File: src/rtl/led_frame_loader_if.sv
// Byte-stream input handshake and frame-RAM write port of the LED cube frame loader.
interface led_frame_loader_if;
    logic        in_valid;
    logic [7:0]  in_data;
    logic        in_ready;
    logic        wr_en;
    logic [13:0] wr_addr;
    logic [7:0]  wr_data;

    modport master (
        output in_valid, in_data,
        input  in_ready, wr_en, wr_addr, wr_data
    );

    modport slave (
        input  in_valid, in_data,
        output in_ready, wr_en, wr_addr, wr_data
    );
endinterface

File: src/rtl/led_frame_loader.sv
// LED cube frame loader: parses SYNC, IDX, 64-byte payload packets into frame RAM writes.
// Defining LED_LOADER_CHECKSUM_EN adds a trailing checksum byte and the err_checksum report.
module led_frame_loader #(
    parameter int          FRAME_BYTES = 64,
    parameter int          MAX_FRAMES  = 150,
    parameter logic [7:0]  SYNC_BYTE   = 8'hA5,
    parameter logic [19:0] TIMEOUT_CYC = 20'hFFFFF
) (
    input  logic               clk,
    input  logic               rst_n,
    input  logic               abort,
    led_frame_loader_if.slave  bus,
    output logic               frame_loaded,
    output logic [7:0]         loaded_idx,
    output logic               err_index,
    output logic               err_checksum,
    output logic               err_timeout,
    output logic               busy
);
    localparam logic [5:0]  LAST_BYTE = 6'(FRAME_BYTES - 1);
    localparam logic [8:0]  MAX_IDX   = 9'(MAX_FRAMES);
    localparam logic [19:0] GAP_LAST  = TIMEOUT_CYC - 20'd1;

    typedef enum logic [2:0] {S_IDLE, S_IDX, S_PAYLOAD, S_CSUM, S_DONE} state_t;

    state_t      state_q, state_d;
    logic [7:0]  idx_q, idx_d;
    logic [5:0]  cnt_q, cnt_d;
    logic        drop_q, drop_d;
    logic [19:0] gap_q, gap_d;
    logic        wr_en_q, wr_en_d;
    logic [13:0] wr_addr_q, wr_addr_d;
    logic [7:0]  wr_data_q, wr_data_d;
    logic        loaded_q, loaded_d;
    logic [7:0]  loaded_idx_q, loaded_idx_d;
    logic        err_idx_q, err_idx_d;
    logic        err_to_q, err_to_d;
    logic        accept;
`ifdef LED_LOADER_CHECKSUM_EN
    logic [7:0]  sum_q, sum_d;
    logic        err_csum_q, err_csum_d;
`endif

    // abort wins over a byte offered in the same cycle: that byte is discarded
    assign accept = bus.in_valid && bus.in_ready && !abort;

    always_comb begin
        state_d      = state_q;
        idx_d        = idx_q;
        cnt_d        = cnt_q;
        drop_d       = drop_q;
        gap_d        = gap_q + 20'd1;
        wr_en_d      = 1'b0;
        wr_addr_d    = wr_addr_q;
        wr_data_d    = wr_data_q;
        loaded_d     = 1'b0;
        loaded_idx_d = loaded_idx_q;
        err_idx_d    = 1'b0;
        err_to_d     = 1'b0;
`ifdef LED_LOADER_CHECKSUM_EN
        sum_d        = sum_q;
        err_csum_d   = 1'b0;
`endif
        if (state_q == S_IDLE || accept) gap_d = '0;

        case (state_q)
            S_IDLE: begin
                if (accept && bus.in_data == SYNC_BYTE) state_d = S_IDX;
            end
            S_IDX: begin
                if (accept) begin
                    idx_d     = bus.in_data;
                    cnt_d     = '0;
                    drop_d    = ({1'b0, bus.in_data} >= MAX_IDX);
                    err_idx_d = ({1'b0, bus.in_data} >= MAX_IDX);
`ifdef LED_LOADER_CHECKSUM_EN
                    sum_d     = bus.in_data;
`endif
                    state_d   = S_PAYLOAD;
                end
            end
            S_PAYLOAD: begin
                if (accept) begin
                    if (!drop_q) begin
                        wr_en_d   = 1'b1;
                        wr_addr_d = {idx_q, cnt_q};
                        wr_data_d = bus.in_data;
                    end
                    cnt_d = cnt_q + 6'd1;
`ifdef LED_LOADER_CHECKSUM_EN
                    sum_d = sum_q + bus.in_data;
                    if (cnt_q == LAST_BYTE) state_d = S_CSUM;
`else
                    if (cnt_q == LAST_BYTE) begin
                        state_d = S_DONE;
                        if (!drop_q) begin
                            loaded_d     = 1'b1;
                            loaded_idx_d = idx_q;
                        end
                    end
`endif
                end
            end
`ifdef LED_LOADER_CHECKSUM_EN
            S_CSUM: begin
                if (accept) begin
                    if (bus.in_data == sum_q) begin
                        state_d = S_DONE;
                        if (!drop_q) begin
                            loaded_d     = 1'b1;
                            loaded_idx_d = idx_q;
                        end
                    end else begin
                        err_csum_d = 1'b1;
                        state_d    = S_IDLE;
                    end
                end
            end
`endif
            S_DONE:  state_d = S_IDLE;
            default: state_d = S_IDLE;
        endcase

        // an accepted byte in the same cycle keeps the packet alive
        if (state_q != S_IDLE && state_q != S_DONE && !accept && gap_q == GAP_LAST) begin
            state_d  = S_IDLE;
            err_to_d = 1'b1;
        end

        if (abort) begin
            state_d  = S_IDLE;
            err_to_d = 1'b0;
        end
    end

    always_ff @(posedge clk) begin
        if (!rst_n) begin
            state_q      <= S_IDLE;
            idx_q        <= '0;
            cnt_q        <= '0;
            drop_q       <= 1'b0;
            gap_q        <= '0;
            wr_en_q      <= 1'b0;
            wr_addr_q    <= '0;
            wr_data_q    <= '0;
            loaded_q     <= 1'b0;
            loaded_idx_q <= '0;
            err_idx_q    <= 1'b0;
            err_to_q     <= 1'b0;
`ifdef LED_LOADER_CHECKSUM_EN
            sum_q        <= '0;
            err_csum_q   <= 1'b0;
`endif
        end else begin
            state_q      <= state_d;
            idx_q        <= idx_d;
            cnt_q        <= cnt_d;
            drop_q       <= drop_d;
            gap_q        <= gap_d;
            wr_en_q      <= wr_en_d;
            wr_addr_q    <= wr_addr_d;
            wr_data_q    <= wr_data_d;
            loaded_q     <= loaded_d;
            loaded_idx_q <= loaded_idx_d;
            err_idx_q    <= err_idx_d;
            err_to_q     <= err_to_d;
`ifdef LED_LOADER_CHECKSUM_EN
            sum_q        <= sum_d;
            err_csum_q   <= err_csum_d;
`endif
        end
    end

    assign bus.in_ready = (state_q != S_DONE);
    assign bus.wr_en    = wr_en_q;
    assign bus.wr_addr  = wr_addr_q;
    assign bus.wr_data  = wr_data_q;
    assign frame_loaded = loaded_q;
    assign loaded_idx   = loaded_idx_q;
    assign err_index    = err_idx_q;
    assign err_timeout  = err_to_q;
    assign busy         = (state_q != S_IDLE);
`ifdef LED_LOADER_CHECKSUM_EN
    assign err_checksum = err_csum_q;
`else
    assign err_checksum = 1'b0;
`endif
endmodule

File: src/flat_wrapper.sv
// flat-port wrapper written by rule: the top's interface ports become plain ports
module led_frame_loader_flat 
#(
    parameter int          FRAME_BYTES = 64,
    parameter int          MAX_FRAMES  = 150,
    parameter logic [7:0]  SYNC_BYTE   = 8'hA5,
    parameter logic [19:0] TIMEOUT_CYC = 20'hFFFFF
)
  (clk, rst_n, abort, frame_loaded, loaded_idx, err_index, err_checksum, err_timeout, busy, bus_in_valid, bus_in_data, bus_in_ready, bus_wr_en, bus_wr_addr, bus_wr_data);
  led_frame_loader_if bus_i ();
  input  logic clk;
  input  logic rst_n;
  input  logic abort;
  output logic frame_loaded;
  output logic [7:0] loaded_idx;
  output logic err_index;
  output logic err_checksum;
  output logic err_timeout;
  output logic busy;
  input wire logic [$bits(bus_i.in_valid)-1:0] bus_in_valid;
  input wire logic [$bits(bus_i.in_data)-1:0] bus_in_data;
  output wire logic [$bits(bus_i.in_ready)-1:0] bus_in_ready;
  output wire logic [$bits(bus_i.wr_en)-1:0] bus_wr_en;
  output wire logic [$bits(bus_i.wr_addr)-1:0] bus_wr_addr;
  output wire logic [$bits(bus_i.wr_data)-1:0] bus_wr_data;
  assign bus_i.in_valid = bus_in_valid;
  assign bus_i.in_data = bus_in_data;
  assign bus_in_ready = bus_i.in_ready;
  assign bus_wr_en = bus_i.wr_en;
  assign bus_wr_addr = bus_i.wr_addr;
  assign bus_wr_data = bus_i.wr_data;
  led_frame_loader #(.FRAME_BYTES(FRAME_BYTES), .MAX_FRAMES(MAX_FRAMES), .SYNC_BYTE(SYNC_BYTE), .TIMEOUT_CYC(TIMEOUT_CYC)) u_core (.clk(clk), .rst_n(rst_n), .abort(abort), .bus(bus_i), .frame_loaded(frame_loaded), .loaded_idx(loaded_idx), .err_index(err_index), .err_checksum(err_checksum), .err_timeout(err_timeout), .busy(busy));
endmodule
File: config.mk
export PLATFORM = sky130hd
export DESIGN_NAME = led_frame_loader_flat
export DESIGN_NICKNAME = d
export VERILOG_FILES = /design/src/rtl/led_frame_loader_if.sv /design/src/rtl/led_frame_loader.sv /design/src/flat_wrapper.sv
export SDC_FILE = /design/constraint.sdc
export NUM_CORES = 1
export LEC_CHECK = 0
export CORE_ASPECT_RATIO = 0.5
export CORE_UTILIZATION = 30
export CTS_BUF_LIST = sky130_fd_sc_hd__clkbuf_8
export CTS_CLUSTER_DIAMETER = 100
export DETAILED_ROUTE_END_ITERATION = 8
export PLACE_DENSITY = 0.5
export SYNTH_ARGS = -nofsm -noshare
export SYNTH_HDL_FRONTEND = slang
export SYNTH_SLANG_ARGS = --single-unit
File: constraint.sdc
create_clock -name clk -period 2.2 [get_ports clk]
set_clock_uncertainty 0.15 [all_clocks]
set_input_delay 0.66 -clock clk [delete_from_list [all_inputs] [get_ports clk]]
set_output_delay 0.66 -clock clk [all_outputs]
set_load 0.005 [all_outputs]
==> summary.txt <==
Worst hold path
  – Min-delay worst type: reg2reg
  – Worst Hold End: u_core.bus.wr_addr[2]$_SDFFE_PN0P_
  – Hold path cells: 2
  – HP Start: u_core.bus.wr_addr[2]$_SDFFE_PN0P_

Layout
  – Final core occ: 0.412
  – Fin cells: 553
  – Diodes inserted: 0
  – Fill cells: 955
  – Layout net count: between 400 and 500
  – Synth-to-Final Area Change: 31.7%
  – Post-route design area: between 3000 and 4000 sq um
  – Layout cells sized above 1: 0.134

Floorplan
  – Die Ht: around 73 microns
  – Io pins: 49
  – DIE WIDTH: 143 microns
  – Die Area: 10400 sq um
  – Core area: 9570 sq um
  – Cell Rows: 25
  – Initial core utilization: 0.313

Synth
  – Unique cell type count in the Yosys netlist: 50
  – Mapped Avg Cell Area: 8.60 sq um
  – Post-synth ARST share: 0
  – Cell taking the most area after synthesis: dfxtp_1
  – Top cells by area, synth: dfxtp_1 48%, nand2_1 8.8%, a21oi_1 6.2%
  – Synth Instances: 348
  – Syn. warnings: 0
  – FF+latch count, synth: 72
  – Area share of the leading cell type in the synthesized netlist: 0.482
  – EDFF count, synth: 0
  – Syn nets: about 360
  – Sequential share of the synthesized area: 0.482
  – Ys flop type: dfxtp_1
  – Post-Synthesis Cell Area: 2990 sq um

Job
  – Max-cap viol count: 0

Power
  – Max IR drop VDD: 0.000362 V
  – PD cells: between 600 and 700 nW/um^2
  – Leakage: 1.35 nW

Drt
  – Final WL: 7.38 mm
  – Vias post-DR: ~2600
  – Antenna-violating nets left: 0
  – DRC: 0
  – Avg WL per Cell: around 13 microns
  – Violation count after the first detailed-route iteration: 119
  – Drt pass-1 iters: 6
  – Mean number of vias per cell: approximately 4.7

Clock tree
  – Clk_lat worst skew: 350 ps
  – Cts hold-fix bufs: 0
  – Longest Clk Path Bufs: 2
  – Clock Pin Slew Worst Setup and Hold Paths: 70 ps
  – CTS root buf: clkbuf_8
  – H-tree Lvls: 3
  – TritonCTS clock tree: built
  – Num Clock Sinks: 72
  – CTS buffer count: 9

Placed design
  – Post-DP HPWL: ~5.4 mm
  – Placed cell count: 538
  – Buffers on Ports: 47
  – Area after DPL: between 3000 and 4000 sq um
  – GPL Wtd Cong: 0.825

Status
  – Status: finished clean

GRT
  – GRT Overall Usage: 0.156
  – Initial antenna violation count: 0
  – First-pass GRT wire length: roughly 12 mm
  – Grt total ovfl: 0
  – Largest net degree at the start of global routing: 24
  – Vias in the first global route: 2543

Critical path
  – Critical path fanouts, max: 2
  – Worst EP required: 1390 ps
  – Setup crit end kind: output pin
  – R2R depth: 6
  – Worst reg2reg endpoint: u_core.gap_q[12]$_SDFF_PP0_
  – Kind of critical path: reg2out
  – Reg2Reg Launch Point: u_core.gap_q[0]$_SDFF_PP0_
  – Crit path DAT: 1330 ps
  – Crit start category: register
  – R2R Setup Slk: 340 ps

Timing
  – Tmin final: 2140 ps
  – RSZ-0062 raised after global routing: no
  – Crit share post-route: 0.975
  – Max-slew violation count: 0
  – Max frequency: ~470 MHz
  – Setup violations, final: 0
  – Post-Route Setup TNS: 0 ps
  – Final Hold Viols: 0
## cells in the mapped netlist, types with 2 or more instances
cell type and instances:
dfxtp_1 72, nand2_1 70, a21oi_1 37, nor2_1 33, nand3_1 16, buf_2 12, xnor2_1 12, nand4_1 9
mux2i_1 8, nor3_1 6, xor2_1 6, clkbuf_1 5, nand2b_1 4, nor2b_1 4, or3_1 4, ha_1 3
nor4_1 3, o21ai_0 3, or4_1 3, a21o_1 2, and2_1 2, and4_1 2, nor3b_1 2, nor4_2 2
o211ai_1 2, o31ai_1 2
## per-layer routing
metal	GRT usage	vias to the layer above	share of wire
met5	0	-	0
li1	-	1340	-
met2	0.263	42	0.46
met4	0.0579	0	0.016
met1	0.195	1220	0.48
met3	0.0374	11	0.037
## registers in the layout, indices dropped and copies added (netlist names)
register             flops
u_core.gap_q            20
u_core.bus.wr_addr      14
u_core.bus.wr_data       8
u_core.idx_q             8
u_core.loaded_idx        8
u_core.cnt_q             6
u_core.state_q           3
u_core.bus.wr_en         1
u_core.drop_q            1
u_core.err_index         1
u_core.err_timeout       1
u_core.frame_loaded      1
## where the power goes
part	total (mW)	switching, mW	internal (mW)	leakage (nW)
logic	0.0850	0.0436	0.0414	0.671
clock network	0.987	0.459	0.528	0.0967
registers	1.30	0.000330	1.30	0.580
## worst max path at each step
stage	from	slack, ps	end
2_1_floorplan	bus_in_valid	360	u_core.state_q[2]$_SDFFE_PP0P_
3_3_place_gp	bus_in_valid	-180	u_core.cnt_q[5]$_SDFFE_PN0P_
3_5_place_dp	bus_in_valid	-220	u_core.state_q[0]$_SDFFE_PP0P_
4_1_cts	u_core.state_q[0]$_SDFFE_PP0P_	20	busy
5_1_grt	bus_in_valid	1	u_core.cnt_q[3]$_SDFFE_PN0P_
6_report	u_core.state_q[0]$_SDFFE_PP0P_	60	busy
## critical path: stages, from the launching register on
cell	delay [ps]
dfxtp_1	330
or3_4	390
dlygate4sd2_1	270
## cell usage in the layout (no fill, tap or decap), types with 4 or more instances in the layout
cell	n
nor2b_1	4
mux2i_1	8
clkdlybuf4s50_1	45
nand2_1	70
dfxtp_1	71
xor2_1	6
a21oi_1	37
buf_4	27
xnor2_1	12
nand3_1	16
clkbuf_8	10
nand4_1	9
nor3_1	6
nor2_1	32
nand2b_1	4
## timing repair
| action | CTS | global route |
|---|---|---|
| setup endpoints to repair | 2 | 1 |
| buffers inserted | 2 | 0 |
| resized for setup | 6 | 1 |
## per-stage QoR
| stage | power (mW) | setup slack (ps) | hold slack (ps) |
|---|---|---|---|
| 2_1_floorplan | 1.36 | 359 | 294 |
| 3_3_place_gp | 1.42 | -180 | 293 |
| 3_5_place_dp | 1.42 | -220 | 297 |
| 4_1_cts | 2.41 | 22.2 | 306 |
| 5_1_grt | 2.47 | 1.24 | 331 |
| 6_report | 2.37 | 55.2 | 306 |
## cell type report
type	instances	area, sq um	share of cell area
multi-input cells	255	1450	0.369
flip-flops and latches	72	1440	0.366
repair buffers	76	693	0.176
well taps	135	169	0.0429
clock buffers	10	138	0.0349
clock inverters	3	37.5	0.00952
inverters	2	7.51	0.00190
## cell families after synthesis
| kind of cell | synth area share |
|---|---|
| XOR/XNOR | 0.0527 |
| AO/OA/AOI/OAI | 0.110 |
| flip-flops | 0.482 |
| other | 0.00125 |
| buffers and inverters | 0.0351 |
| adder cells (fa/ha/maj) | 0.0125 |
| multiplexers | 0.0268 |
| AND/OR/NAND/NOR | 0.281 |
No activity file was read; power rests on OpenSTA's default activity.
